--- src/rtl/ula_nbits_seq.sv ---
// Sequential N-bit ALU: single-cycle add/sub/logic, W-step shift-add multiply and
// restoring divide, registered results with saturation and {E,V,N,C,Z} flags.
module ula_nbits_seq #(
  parameter int W   = 8,
  parameter bit SAT = 1'b1
) (
  input  logic         Clk,
  input  logic         Reset,
  input  logic         ula_start,
  input  logic [W-1:0] A,
  input  logic [W-1:0] B,
  input  logic [2:0]   Sel,
  output logic [W-1:0] S,
  output logic [W-1:0] SS,
  output logic [W-1:0] res_div_res,
  output logic [4:0]   flags,
  output logic         busy,
  output logic         ula_pronto
);

  typedef enum logic [1:0] {IDLE, CALC, DONE} state_t;

  localparam int            CW       = $clog2(W + 1);
  localparam logic [CW-1:0] CNT_LAST = CW'(W);
  localparam logic [2:0]    OP_ADD = 3'd0, OP_SUB = 3'd1, OP_MUL = 3'd2, OP_DIV = 3'd3,
                            OP_AND = 3'd4, OP_OR  = 3'd5, OP_XOR = 3'd6, OP_NOT = 3'd7;

  state_t          state_q, state_d;
  logic [CW-1:0]   cnt_q, cnt_d;
  logic [W-1:0]    a_q, a_d, b_q, b_d;
  logic [2:0]      sel_q, sel_d;
  logic [2*W-1:0]  prod_q, prod_d, mcand_q, mcand_d;
  logic [W-1:0]    rem_q, rem_d, quo_q, quo_d;
  logic [W-1:0]    s_q, s_d, ss_q, ss_d, rdr_q, rdr_d;
  logic [4:0]      flags_q, flags_d;

  logic            load;
  logic [2:0]      op;
  logic [W-1:0]    r_s, r_ss, r_rem;
  logic            r_c, r_v, r_e;
  logic [W:0]      div_shift, div_diff;
  logic            div_ge;

  // Restoring-division step: bring in the next dividend bit and trial-subtract.
  always_comb begin
    div_shift = {rem_q, a_q[W-1]};
    div_diff  = div_shift - {1'b0, b_q};
    div_ge    = (div_shift >= {1'b0, b_q});
  end

  // In IDLE the result comes straight from the ports; in CALC from the iteration registers.
  always_comb begin
    op    = (state_q == IDLE) ? Sel : sel_q;
    r_s   = '0;
    r_rem = '0;
    r_c   = 1'b0;
    r_v   = 1'b0;
    r_e   = 1'b0;
    case (op)
      OP_ADD: begin
        {r_c, r_s} = {1'b0, A} + {1'b0, B};
        r_v = (A[W-1] == B[W-1]) && (r_s[W-1] != A[W-1]);
      end
      OP_SUB: begin
        {r_c, r_s} = {1'b0, A} - {1'b0, B};
        r_v = (A[W-1] != B[W-1]) && (r_s[W-1] != A[W-1]);
      end
      OP_MUL: begin
        r_s = prod_q[W-1:0];
        r_c = |prod_q[2*W-1:W];
      end
      OP_DIV: begin
        r_s   = quo_q;
        r_rem = rem_q;
        r_e   = (b_q == '0);
      end
      OP_AND:  r_s = A & B;
      OP_OR:   r_s = A | B;
      OP_XOR:  r_s = A ^ B;
      OP_NOT:  r_s = ~A;
      default: r_s = '0;
    endcase
    r_ss = r_s;
    if (SAT && r_c) begin
      if (op == OP_SUB) r_ss = '0;
      else              r_ss = '1;
    end
  end

  always_comb begin
    state_d = state_q;
    cnt_d   = cnt_q;
    a_d     = a_q;
    b_d     = b_q;
    sel_d   = sel_q;
    prod_d  = prod_q;
    mcand_d = mcand_q;
    rem_d   = rem_q;
    quo_d   = quo_q;
    load    = 1'b0;
    case (state_q)
      IDLE: begin
        if (ula_start) begin
          a_d   = A;
          b_d   = B;
          sel_d = Sel;
          if (Sel == OP_MUL || Sel == OP_DIV) begin
            state_d = CALC;
            cnt_d   = '0;
            prod_d  = '0;
            mcand_d = {{W{1'b0}}, A};
            rem_d   = '0;
            quo_d   = '0;
          end else begin
            load    = 1'b1;
            state_d = DONE;
          end
        end
      end
      CALC: begin
        // W iteration steps, then one extra cycle to register the finished result.
        if (cnt_q == CNT_LAST) begin
          load    = 1'b1;
          state_d = DONE;
        end else begin
          cnt_d = cnt_q + CW'(1);
          if (sel_q == OP_MUL) begin
            prod_d  = prod_q + (b_q[0] ? mcand_q : '0);
            mcand_d = mcand_q << 1;
            b_d     = b_q >> 1;
          end else begin
            rem_d = div_ge ? div_diff[W-1:0] : div_shift[W-1:0];
            quo_d = {quo_q[W-2:0], div_ge};
            a_d   = a_q << 1;
          end
        end
      end
      DONE:    state_d = IDLE;
      default: state_d = IDLE;
    endcase
    s_d     = load ? r_s   : s_q;
    ss_d    = load ? r_ss  : ss_q;
    rdr_d   = load ? r_rem : rdr_q;
    flags_d = load ? {r_e, r_v, r_s[W-1], r_c, (r_s == '0)} : flags_q;
  end

  always_ff @(posedge Clk) begin
    if (Reset) begin
      state_q <= IDLE;
      cnt_q   <= '0;
      a_q     <= '0;
      b_q     <= '0;
      sel_q   <= '0;
      prod_q  <= '0;
      mcand_q <= '0;
      rem_q   <= '0;
      quo_q   <= '0;
      s_q     <= '0;
      ss_q    <= '0;
      rdr_q   <= '0;
      flags_q <= '0;
    end else begin
      state_q <= state_d;
      cnt_q   <= cnt_d;
      a_q     <= a_d;
      b_q     <= b_d;
      sel_q   <= sel_d;
      prod_q  <= prod_d;
      mcand_q <= mcand_d;
      rem_q   <= rem_d;
      quo_q   <= quo_d;
      s_q     <= s_d;
      ss_q    <= ss_d;
      rdr_q   <= rdr_d;
      flags_q <= flags_d;
    end
  end

  assign S           = s_q;
  assign SS          = ss_q;
  assign res_div_res = rdr_q;
  assign flags       = flags_q;
  assign busy        = (state_q == CALC);
  assign ula_pronto  = (state_q == DONE);

endmodule

--- config.mk ---
export PLATFORM = sky130hd
export DESIGN_NAME = ula_nbits_seq
export DESIGN_NICKNAME = d
export VERILOG_FILES = /design/src/rtl/ula_nbits_seq.sv
export SDC_FILE = /design/constraint.sdc
export NUM_CORES = 1
export LEC_CHECK = 0
export ABC_AREA = 1
export CAP_MARGIN = 10
export CORE_MARGIN = 4
export CORE_UTILIZATION = 54
export CTS_CLUSTER_SIZE = 25
export DETAILED_ROUTE_END_ITERATION = 6
export PLACE_DENSITY = 0.87
export SLEW_MARGIN = 20
export SYNTH_ARGS = -nofsm -noshare
export SYNTH_HDL_FRONTEND = slang
export SYNTH_SLANG_ARGS = --single-unit
--- constraint.sdc ---
create_clock -name Clk -period 2.4 [get_ports Clk]
set_input_delay 0.24 -clock Clk [delete_from_list [all_inputs] [get_ports Clk]]
set_output_delay 0.24 -clock Clk [all_outputs]
set_load 0.005 [all_outputs]
== Yosys cells after proc, flatten, opt, wreduce, memory -nomap -nowiden ==
Cells that the tools add are included.
Storage, ports and cells
  flip-flop bits (word level): 102
  output and inout port bits: 31
  word-level logic and storage cells: 110
Cells by class
  add/sub/neg operators: 5
  order comparisons: 1
  equal/unequal tests: 23
  mux-type cells: 48
  bitwise gates (word level): 4
  reductions and logical operators: 16
Operator list (count)
  two-way mux 16 bit: 9
  two-way mux 8 bit: 16
  case mux 16 bit (2 select lines): 2
  case mux 8 bit (2 select lines): 4
  case mux 8 bit (8 select lines): 1
  adder 16 bit: 1
  logical NOT 8 bit: 2
  equality test 3 x 2 -> 1 bit (second input constant): 5
  equality test 3 bit (second input constant): 4
  two-way mux 4 bit: 3
  AND reduction 4 bit: 3
  AND reduction 5 bit: 2
  adder 8 x 8 -> 9 bit: 1
  greater-or-equal comparator 9 x 8 -> 1 bit: 1
  subtractor 8 x 8 -> 9 bit: 1
  AND 8 bit: 1
  inverter 8 bit: 1
  bitwise OR 8 bit: 1
  case mux 4 bit (2 select lines): 1
  OR reduction 8 bit: 1
  subtractor 8 bit: 1
  bitwise XOR 8 bit: 1
  two-way mux 2 bit: 3
  != test 2 x 1 -> 1 bit (second input constant): 3
  other kinds (19): 29

== Longest topological paths before layout ==
Gate-level depths: netlist of run 1.
  depth after elaboration: 5
  depth in mapped cells: 16

== Least setup slack after synthesis of run 1 ==
Ideal clock, no wire load.
  path kind: reg-to-reg
  start: reg b_q[0]
  end: reg prod_q[13]
  library setup time: 0.071 ns
  arrival time: 2.167 ns
  setup slack: 0.162 ns
  stages on the path, launching flop included: 15
  clock period less this slack: 2.238 ns
  cells stage by stage: dfxtp_1 clkbuf_1 clkbuf_1 nand2_1 inv_1 ha_1 a21oi_1 nor2_1 a211oi_1 nand2_1 a21oi_1 nor2_1 nor2_1 nand2_1 a21oi_1
On the way
  longest elaborated chain between the ends: 5
RTL lines
  start, declared: RTL line 30  | logic [W-1:0] a_q, a_d, b_q, b_d;
  start signal, assigned: RTL line 152  | b_q <= '0;
  start signal, assigned: RTL line 166  | b_q <= b_d;
  two-way mux 16 bit: RTL line 128  | prod_d = prod_q + (b_q[0] ? mcand_q : '0);
  adder 16 bit: RTL line 128
  two-way mux 16 bit: RTL line 127  | if (sel_q == OP_MUL) begin
  two-way mux 16 bit: RTL line 122  | if (cnt_q == CNT_LAST) begin
  case mux 16 bit (2 select lines): RTL line 101  | case (state_q)
  end signal, assigned: RTL line 168  | prod_q <= prod_d;
  end, declared: RTL line 32  | logic [2*W-1:0] prod_q, prod_d, mcand_q, mcand_d;
No other way between the ends. The select of a mux whose other input is x is not followed.
A chain may end at the register's enable or synchronous reset.

== Final worst setup path of run 1 ==
  start: in A[0]
  end: reg ss_q[3] (netlist: SS[3])
On the way
  longest elaborated chain between the ends: 3
  elaborated cells on any way between the ends: 5
RTL lines
  start, declared: RTL line 10  | input logic [W-1:0] A,
  subtractor 8 x 8 -> 9 bit / adder 8 x 8 -> 9 bit (equally long branches): RTL line 65, 61
  case mux 8 bit (8 select lines) / case mux 1 bit (3 select lines) (equally long branches): RTL line 59  | case (op)
  two-way mux 8 bit *: RTL line 84  | if (SAT && r_c) begin
  end signal, assigned: RTL line 173  | ss_q <= ss_d;
  end, declared: RTL line 34  | logic [W-1:0] s_q, s_d, ss_q, ss_d, rdr_q, rdr_d;
Every way passes the cells marked *; elsewhere a longest branch is shown, timed or not.

==> run_results.csv, run 1 <==
group,metric,value,unit
timing,final.period_utilization,0.9298,
placement,dp_slack,-0.2514,ns
synth,avgSynthCellArea,6.737,µm²
global_route,grt_max_degree,79,
hold_path,hold_depth,2,
power_and_ir_drop,power_density,564.5,nW/µm²
global_route,grt_use_met1,0.3664,
timing,setup_violations,0,
clock_network,cts_sinks,101,
die,ios,53,
timing,max_freq,0.4481,GHz
power_and_ir_drop,ir_drop,0.3452,mV
detailed_routing,wl,20.46,mm
power_and_ir_drop,total_power,4.754,mW
detailed_routing,routed_via_density,5.591,
clock_network,clock-root-buffer,"clkbuf_16",
power_and_ir_drop,power.leakage,3.899,nW
timing,clock_skew,0.01020,ns
layout,final_common_cell,"nand2_1",
job,drv_cap,0,
synth,synth_nets,1095,
timing,worstMarginPinSlew,0.8470,ns
die,dieArea,14590,µm²
setup_path,rr_endpoint,"mcand_q[13]",
die,die_w,120.8,µm
global_route,gr-usage-met2,0.4607,
synth,synth_area_leaders,"dfxtp_1 (29%), nand2_1 (14%), ha_1 (8.9%)",
clock_network,clk_pin_slew,0.07,ns
die,coreArea,12210,µm²
run_status,status,"finished, final reports clean",
layout,syn2layout_area_growth,22.56,%
die,start_util,0.5627,
synth,synth_ff_type,"dfxtp_1",
synth,synth_top_area_cell,"dfxtp_1",
timing,fin_crit,2.232,ns
timing,timing.final.hold_violations,0,
clock_network,cts_buffers,9,
hold_path,worstHoldPathType,"flop to flop",
hold_path,holdPathEnd,"res_div_res[3]",
synth,yosys.area.top_type_share,0.2942,
setup_path,required,2.69,ns
layout,final_nets,1211,
layout,final_cell_mix,"nand2_1 (253), inv_1 (112), a21oi_1 (109), dfxtp_1 (99), buf_4 (95)",
setup_path,critPathKind,"input port to flop",
hold_path,worstHoldStart,"res_div_res[3]",
global_route,antenna_found_initial,0,
setup_path,cp_max_fo,10,
setup_path,rr_worst_depth,12,
setup_path,reg2reg_from,"state_q[1]",
clock_network,cts_max_level,3,
placement,dp_hpwl,15.44,mm
synth,synth_edf_count,0,
timing,setup_slack,0.1684,ns
die,die_height,120.8,µm
synth,async_reset_ff_frac,0,
synth,ys_seq_area_frac,0.2942,
layout,n_fill_cell,1033,
synth,synthCells,1020,
clock_network,clock_latency,0.36,ns
detailed_routing,drt_iter0_markers,626,
die,num_rows,40,
synth,yosysWarnings,0,
synth,ys_types,45,
setup_path,r2r_setup_slack,0.17,ns
clock_network,cts_tree,"built",
detailed_routing,route.detailed.drc,0,
setup_path,startpoint_type,"input port",
global_route,globalRouteMet3Util,0.06688,
setup_path,arrival,2.52,ns
layout,n_antenna_cell,0,
clock_network,hold_buffers,0,
clock_network,cts_buffer_depth,2,
synth,synth_area,6872,µm²
detailed_routing,num_vias,7319,
timing,finalMaxSlewViolations,0,
placement,portBuffers,52,
detailed_routing,wl_per_cell,15.63,µm
detailed_routing,dr.pass1.iters,5,
setup_path,endpoint_kind,"flop",
placement,place_congestion,0.9927,
timing,relSlewSlack,0.4354,
global_route,grt_pass1_wl,33.47,mm
timing,hold_ws,0.4663,ns
timing,rsz0062_at_grt,"true",
global_route,grt_busiest_layer,"met2",
global_route,grt_pass1_vias,6838,
synth,synth-seq-cells,101,
global_route,grt_overflow,0,
detailed_routing,ant_nets,0,
global_route,grt.total_usage,0.2871,
layout,drive_gt1_frac,0.1358,
-- cell families after synthesis --
family	synth area share
simple gates	0.3052
flops	0.2942
xor+xnor	0.01147
fa+ha+maj	0.1009
buf+inv	0.1007
compound gates	0.1875
-- cell usage after synthesis, types with 2 or more instances --
| library cell | n |
|---|---|
| a211oi_1 | 19 |
| a21boi_0 | 9 |
| a21o_1 | 4 |
| a21oi_1 | 110 |
| a31oi_1 | 15 |
| buf_2 | 9 |
| buf_4 | 5 |
| buf_6 | 7 |
| clkbuf_1 | 22 |
| dfxtp_1 | 101 |
| fa_1 | 4 |
| ha_1 | 49 |
| inv_1 | 112 |
| inv_2 | 5 |
| nand2_1 | 253 |
| nand2_2 | 8 |
| nand2_4 | 4 |
| nand3_1 | 66 |
| nand3b_1 | 2 |
| nand4_1 | 30 |
| nor2_1 | 79 |
| nor2_4 | 5 |
| nor3_1 | 8 |
| nor4_1 | 4 |
| o211ai_1 | 4 |
| o21ai_0 | 48 |
| o21ai_1 | 2 |
| o21ai_2 | 4 |
| o21bai_1 | 6 |
| or2_2 | 4 |
| xnor2_1 | 2 |
| xor2_1 | 7 |
-- worst max-delay path, stage by stage --
cell	delay, ns
clkdlybuf4s50_1	0.47
inv_1	0.06
ha_1	0.22
fa_2	0.37
inv_1	0.09
nand4_1	0.09
nand3_1	0.14
a21oi_1	0.09
o21ai_2	0.16
nand3b_4	0.16
nor2_4	0.19
o21ai_0	0.12
a21oi_1	0.12
-- routing by layer --
metal | vias up | part of all wire
li1 | 3628 | -
met1 | 3352 | 0.42
met2 | 277 | 0.46
met3 | 62 | 0.072
met4 | 0 | 0.045
met5 | - | 0
-- what timing repair did --
item | 4_1_cts | 5_1_grt
setup buffers | 0 | 2
setup endpoints to repair | 0 | 18
gates resized for setup | 0 | 7
-- power by group --
group	total [mW]	leakage, nW	internal [mW]	switching, mW
registers	1.83	0.823	1.76	0.0668
logic	1.37	2.92	0.556	0.811
clock network	1.56	0.152	0.835	0.723
-- stage by stage --
step	TNS, ns	instance area (µm²)	utilization	cells
after floorplan	0	6872	-	1020
after global placement	-1.868	8088	0.6623	1291
after detailed placement	-2.405	8088	0.6623	1291
after CTS	0	8396	0.6875	1307
after global routing	-0.04931	8422	0.6897	1309
final	0	8422	0.6897	1309
-- worst max path at each step --
stage	start	to	slack, ns	cells past startpoint
after floorplan	b_q[0]	prod_q[13]	0.16	14
after global placement	A[0]	SS[3]	-0.22	13
after detailed placement	A[0]	SS[3]	-0.25	13
after CTS	A[0]	SS[3]	0.12	13
after global routing	A[3]	flags[0]	-0.04	13
final	A[0]	SS[3]	0.17	13
-- registers in the layout (all words and copies together) (netlist names), 4 cells and up --
name and count:
SS 8, b_q 8, cnt_q 4, res_div_res 8, a_q 8, S 7, rem_q 8, flags 5
prod_q 16, mcand_q 16, quo_q 8
-- final cells by class --
type,count,area [µm²],share of cell area
multi-input combinational,757,4167,0.4947
sequential,101,2024,0.2404
timing repair buffer,149,1269,0.1506
inverter,118,444.2,0.05274
clock buffer,10,229.0,0.02719
tap,168,210.2,0.02496
clock inverter,6,78.83,0.009360
Power figures use the tool's default switching activity.
==> run 2, diff against run 1 <==
--- a/config.mk
+++ b/config.mk
@@ -7,6 +7,7 @@
 export LEC_CHECK = 0
 export ABC_AREA = 1
 export CAP_MARGIN = 10
+export CORE_ASPECT_RATIO = 0.5
 export CORE_MARGIN = 4
 export CORE_UTILIZATION = 54
 export CTS_CLUSTER_SIZE = 25
==> run 2 against run 1 <==
  * Register-to-register slack about the same
  * Global-route usage down 1.2 points
  * Critical path depth down 1
  * Sequential cell count unchanged
  * Die area up 0.75%
  * Cell count down 0.99%
  * Non-clock buffer count down 11
==> run_results.csv, run 2 (synthesis results as in run 1) <==
group,metric,value,unit
run_status,status,"finished, final reports clean",
timing,final.period_utilization,0.9653,
detailed_routing,routed_via_density,5.610,
detailed_routing,wl,20.39,mm
layout,largestRegisters,"mcand_q (16), prod_q (16)",
detailed_routing,dr.pass1.iters,5,
clock_network,clk_pin_slew,0.09,ns
timing,finalMaxSlewViolations,0,
clock_network,cts_tree,"built",
clock_network,cts_buffer_depth,2,
layout,fin_util,0.6901,
clock_network,hold_buffers,0,
die,coreArea,12120,µm²
timing,relSlewSlack,0.4324,
timing,setup_violations,0,
detailed_routing,wl_per_cell,15.73,µm
power_and_ir_drop,ir_drop,0.4144,mV
setup_path,endpoint_kind,"flop",
clock_network,cts_max_level,3,
timing,max_freq,0.4317,GHz
setup_path,critPathKind,"input port to flop",
layout,final_common_cell,"nand2_1",
layout,drive_gt1_frac,0.1326,
die,die_w,167.5,µm
global_route,grt_max_degree,79,
timing,timing.final.hold_violations,0,
detailed_routing,drt_iter0_markers,663,
power_and_ir_drop,total_power,4.725,mW
timing,fin_tns_setup,0,ns
job,drv_cap,0,
timing,fin_crit,2.317,ns
timing,worstMarginPinSlew,0.8514,ns
placement,place_congestion,1.011,
power_and_ir_drop,power.leakage,3.880,nW
layout,n_antenna_cell,0,
layout,final_cell_mix,"nand2_1 (253), inv_1 (112), a21oi_1 (107), dfxtp_1 (99), buf_4 (85)",
placement,dp_hpwl,15.43,mm
die,dieArea,14700,µm²
power_and_ir_drop,power_density,564.9,nW/µm²
clock_network,cts_buffers,9,
detailed_routing,ant_nets,0,
setup_path,startpoint_type,"input port",
timing,clock_skew,0.01230,ns
detailed_routing,num_vias,7271,
clock_network,clock_latency,0.35,ns
global_route,grt_pass1_wl,33.22,mm
hold_path,worstHoldPathType,"flop to flop",
setup_path,cp_max_fo,8,
placement,portBuffers,52,
global_route,grt_overflow,0,
detailed_routing,route.detailed.drc,0,
die,die_height,87.77,µm
layout,syn2layout_area_growth,21.74,%
clock_network,clock-root-buffer,"clkbuf_16",
global_route,grt_pass1_vias,6841,
die,start_util,0.5669,
die,ios,53,
layout,final_nets,1201,
global_route,antenna_found_initial,0,
die,num_rows,28,
global_route,grt.total_usage,0.2754,
clock_network,cts_sinks,101,
setup_path,required,2.67,ns
setup_path,arrival,2.59,ns
-- run 2: cell types whose count changed in the layout (fill, tap and decap cells not counted), sizes merged --
cell,delta
buf,-11
bufinv,-1
clkbuf,-1
clkdlybuf4s50,-2
dlymetal6s2s,+2
inv,+2
nand3b,+1
-- run 2: per-stage QoR --
stage / worst slack, ns / hold slack (ns) / area (µm²) / std cells
floorplan: 0.1620 / 0.3871 / 6872 / 1020
CTS: 0.06799 / 0.4683 / 8290 / 1291
global route: -0.05845 / 0.4836 / 8366 / 1296
global placement: -0.1937 / 0.4552 / 7974 / 1275
finish: 0.08338 / 0.4679 / 8366 / 1296
detailed placement: -0.2492 / 0.4552 / 7974 / 1275
-- run 2: path summary, 6_finish.rpt --
path / slack [ns] / cells after the start / endpoint / startpoint
worst min-delay path: 0.47 / 2 / res_div_res[2] / res_div_res[2]
worst max register to register: 0.16 / 12 / flags[0] / state_q[1]
worst max-delay path: 0.08 / 12 / SS[6] / B[5]
worst min register to register: 0.47 / 2 / res_div_res[2] / res_div_res[2]
-- run 2: power by group --
| part | internal (mW) | switching, mW |
|---|---|---|
| combinational | 0.548 | 0.811 |
| sequential | 1.76 | 0.0574 |
| clock | 0.763 | 0.783 |
| total | 3.07 | 1.65 |
-- run 2: cell type report --
type | count | area, µm²
Clock inverter | 7 | 91.34
Multi-Input combinational cell | 758 | 4194
Tap cell | 165 | 206.4
Clock buffer | 9 | 225.2
Fill cell | 1002 | 3756
Timing Repair Buffer | 138 | 1179
Sequential cell | 101 | 2024
Inverter | 118 | 445.4
-- run 2: timing repair --
item                                   4_1_cts  5_1_grt
gates resized for setup                      0       15
endpoints found under the hold margin        0        0
setup endpoints to repair                    0       21
setup buffers                                0        4
-- run 2: routing by layer --
layer  vias up  global-route usage  routed length, µm
li1       3599                   -                  -
met1      3420              0.3580               9099
met2       220              0.4680               9401
met3        32             0.06222               1547
met4         0             0.07879                336
met5         -                   0                  0
-- run 2: critical path: stages --
cell	delay [ns]
clkdlybuf4s50_1	0.49
inv_1	0.08
ha_1	0.37
nor2_1	0.18
nand4_1	0.11
nand3_2	0.10
a21oi_1	0.08
o21ai_2	0.24
nand3b_4	0.15
nor2_4	0.24
nand2_1	0.12
a21oi_2	0.18
==> run 3, diff against run 2 <==
--- a/config.mk
+++ b/config.mk
@@ -13,6 +13,7 @@
 export CTS_CLUSTER_SIZE = 25
 export DETAILED_ROUTE_END_ITERATION = 6
 export PLACE_DENSITY = 0.87
+export SKIP_LAST_GASP = 1
 export SLEW_MARGIN = 20
 export SYNTH_ARGS = -nofsm -noshare
 export SYNTH_HDL_FRONTEND = slang
==> run 3 against run 2 <==
  * Fmax hardly changed
  * Non-clock buffer count unchanged
  * Largest power group unchanged
  * Highest routed layer unchanged
  * Sequential share of layout area about the same
  * Die area did not move
  * Cell count unchanged
  * First-iteration DRC count did not move
  * Cell area barely moved
  * Clock power barely moved
  * Worst setup slack got worse by 0.00069 ns
==> run_results.csv, run 3 (synthesis results as in run 1) <==
group,metric,value,unit
power_and_ir_drop,power_density,565.2,nW/µm²
detailed_routing,wl,20.44,mm
timing,relSlewSlack,0.4264,
clock_network,clock-root-buffer,"clkbuf_16",
setup_path,path_cells,"clkdlybuf4s50_1 > inv_1 > ha_1 > inv_1 > nand4_1 > nand3_2 > a21oi_1 > o21ai_2 > nand3b_4 > nor2_4 > nand2_1 > a21oi_2",
placement,place_congestion,1.011,
detailed_routing,route.detailed.drc,0,
die,die_height,87.77,µm
global_route,antenna_found_initial,0,
setup_path,endpoint_kind,"flop",
layout,final_nets,1201,
global_route,grt_max_degree,79,
clock_network,cts_buffers,9,
layout,largestRegisters,"mcand_q (16), prod_q (16)",
global_route,grt_pass1_vias,6841,
timing,hold_ws,0.4679,ns
detailed_routing,routed_via_density,5.621,
power_and_ir_drop,power.leakage,3.880,nW
detailed_routing,dr.pass1.iters,7,
setup_path,cp_max_fo,8,
die,start_util,0.5669,
die,num_rows,28,
timing,timing.final.hold_violations,0,
clock_network,cts_max_level,3,
hold_path,worstHoldPathType,"flop to flop",
power_and_ir_drop,internal_power,3.073,mW
placement,dp_hpwl,15.43,mm
detailed_routing,wl_per_cell,15.77,µm
timing,finalMaxSlewViolations,0,
global_route,grt_pass1_wl,33.22,mm
clock_network,clk_pin_slew,0.09,ns
layout,final_cell_mix,"nand2_1 (253), inv_1 (112), a21oi_1 (107), dfxtp_1 (100), buf_4 (85)",
hold_path,worstHoldStart,"res_div_res[2]",
power_and_ir_drop,pwr-share-clk,0.327,
timing,rsz0062_at_grt,"true",
layout,syn2layout_area_growth,21.70,%
setup_path,crit_buf_inv,3,
clock_network,cts_buffer_depth,2,
die,die_w,167.5,µm
timing,setup_violations,0,
power_and_ir_drop,pwr-share-seq,0.385,
timing,worstMarginPinSlew,0.8604,ns
layout,final_common_cell,"nand2_1",
setup_path,worst_path_most_repeated_cell,"inv_1",
clock_network,cts_tree,"built",
placement,dpl_cell_area,7974,µm²
hold_path,holdPathEnd,"res_div_res[2]",
setup_path,rr_endpoint,"flags[0]",
power_and_ir_drop,comb_power_share,0.288,
timing,fin_crit,2.317,ns
die,ios,53,
setup_path,arrival,2.59,ns
clock_network,clock_latency,0.35,ns
layout,fin_area,8363,µm²
layout,n_fill_cell,1003,
die,coreArea,12120,µm²
layout,seq_area,2023,µm²
global_route,grt.total_usage,0.2754,
global_route,grt_overflow,0,
placement,portBuffers,52,
layout,multiInputGateArea,4194,µm²
setup_path,critPathKind,"input port to flop",
layout,drive_gt1_frac,0.1317,
setup_path,rr_worst_depth,12,
clock_network,hold_buffers,0,
setup_path,required,2.67,ns
power_and_ir_drop,ir_drop,0.4142,mV
layout,n_antenna_cell,0,
timing,clock_skew,0.01208,ns
clock_network,cts_sinks,101,
setup_path,critPathTopFamily,"buffers and inverters",
run_status,status,"finished, final reports clean",
setup_path,startpoint_type,"input port",
setup_path,reg2reg_from,"state_q[1]",
timing,final.period_utilization,0.9655,
power_and_ir_drop,p_sw,1.653,mW
detailed_routing,ant_nets,0,
hold_path,hold_depth,2,
die,dieArea,14700,µm²
detailed_routing,num_vias,7285,
setup_path,critical_path.slowest_cell,"clkdlybuf4s50_1",
job,drv_cap,0,
power_and_ir_drop,switching_share,0.3498,
timing,max_freq,0.4315,GHz
detailed_routing,drt_iter0_markers,663,
setup_path,r2r_setup_slack,0.10,ns
setup_path,critPathMaxStageDelay,0.51,ns
==> run 3: worst min-delay path, stage by stage (launching register included) <==
cell and delay, ns:
dfxtp_1 0.32, nand2_1 0.06, a21oi_1 0.05
==> run 3: worst max path at each step <==
stage / start / to / slack [ns] / cells after the start
2_1_floorplan: b_q[0] / prod_q[13] / 0.16 / 14
5_1_grt: A[2] / SS[6] / -0.06 / 12
4_1_cts: A[0] / SS[6] / 0.07 / 12
3_5_place_dp: A[0] / SS[3] / -0.25 / 13
3_3_place_gp: A[0] / SS[3] / -0.19 / 13
6_report: B[2] / SS[6] / 0.08 / 12
==> run 3: final cells by class <==
cell class,instances,share of cell area
Timing Repair Buffer,138,0.1409
Tap cell,165,0.02469
Multi-Input combinational cell,758,0.5015
Clock buffer,9,0.02693
Clock inverter,7,0.01092
Inverter,118,0.05311
Sequential cell,101,0.2419
==> run 3: repair_timing <==
| action | in CTS | in global routing |
|---|---|---|
| endpoints found under the setup margin | 0 | 21 |
| resized for setup | 0 | 13 |
| buffers inserted | 0 | 4 |
==> run 3: power groups by stage <==
stage / logic (mW) / registers [mW] / clock network (mW)
2_1_floorplan: 0.803 / 1.85 / 0
3_3_place_gp: 1.28 / 1.85 / 0
3_5_place_dp: 1.30 / 1.85 / 0
4_1_cts: 1.31 / 1.82 / 1.57
5_1_grt: 1.49 / 1.83 / 1.63
6_report: 1.36 / 1.82 / 1.55
==> run 3: through the flow <==
step,worst slack [ns],util,total power [mW],TNS [ns],instances
finish,0.08269,0.6899,4.726,0,1296
global route,-0.05845,0.6899,4.950,-0.1463,1296
CTS,0.06799,0.6839,4.698,0,1291
detailed placement,-0.2492,0.6578,3.159,-2.452,1275
global placement,-0.1937,0.6578,3.129,-1.757,1275
floorplan,0.1620,-,2.648,0,1020
==> run 3: routing by layer <==
layer,up-vias,part of all wire,global-route usage
met5,-,0,0
met4,0,0.016,0.07879
met3,28,0.076,0.06222
met2,223,0.46,0.4680
met1,3434,0.45,0.3580
li1,3600,-,-
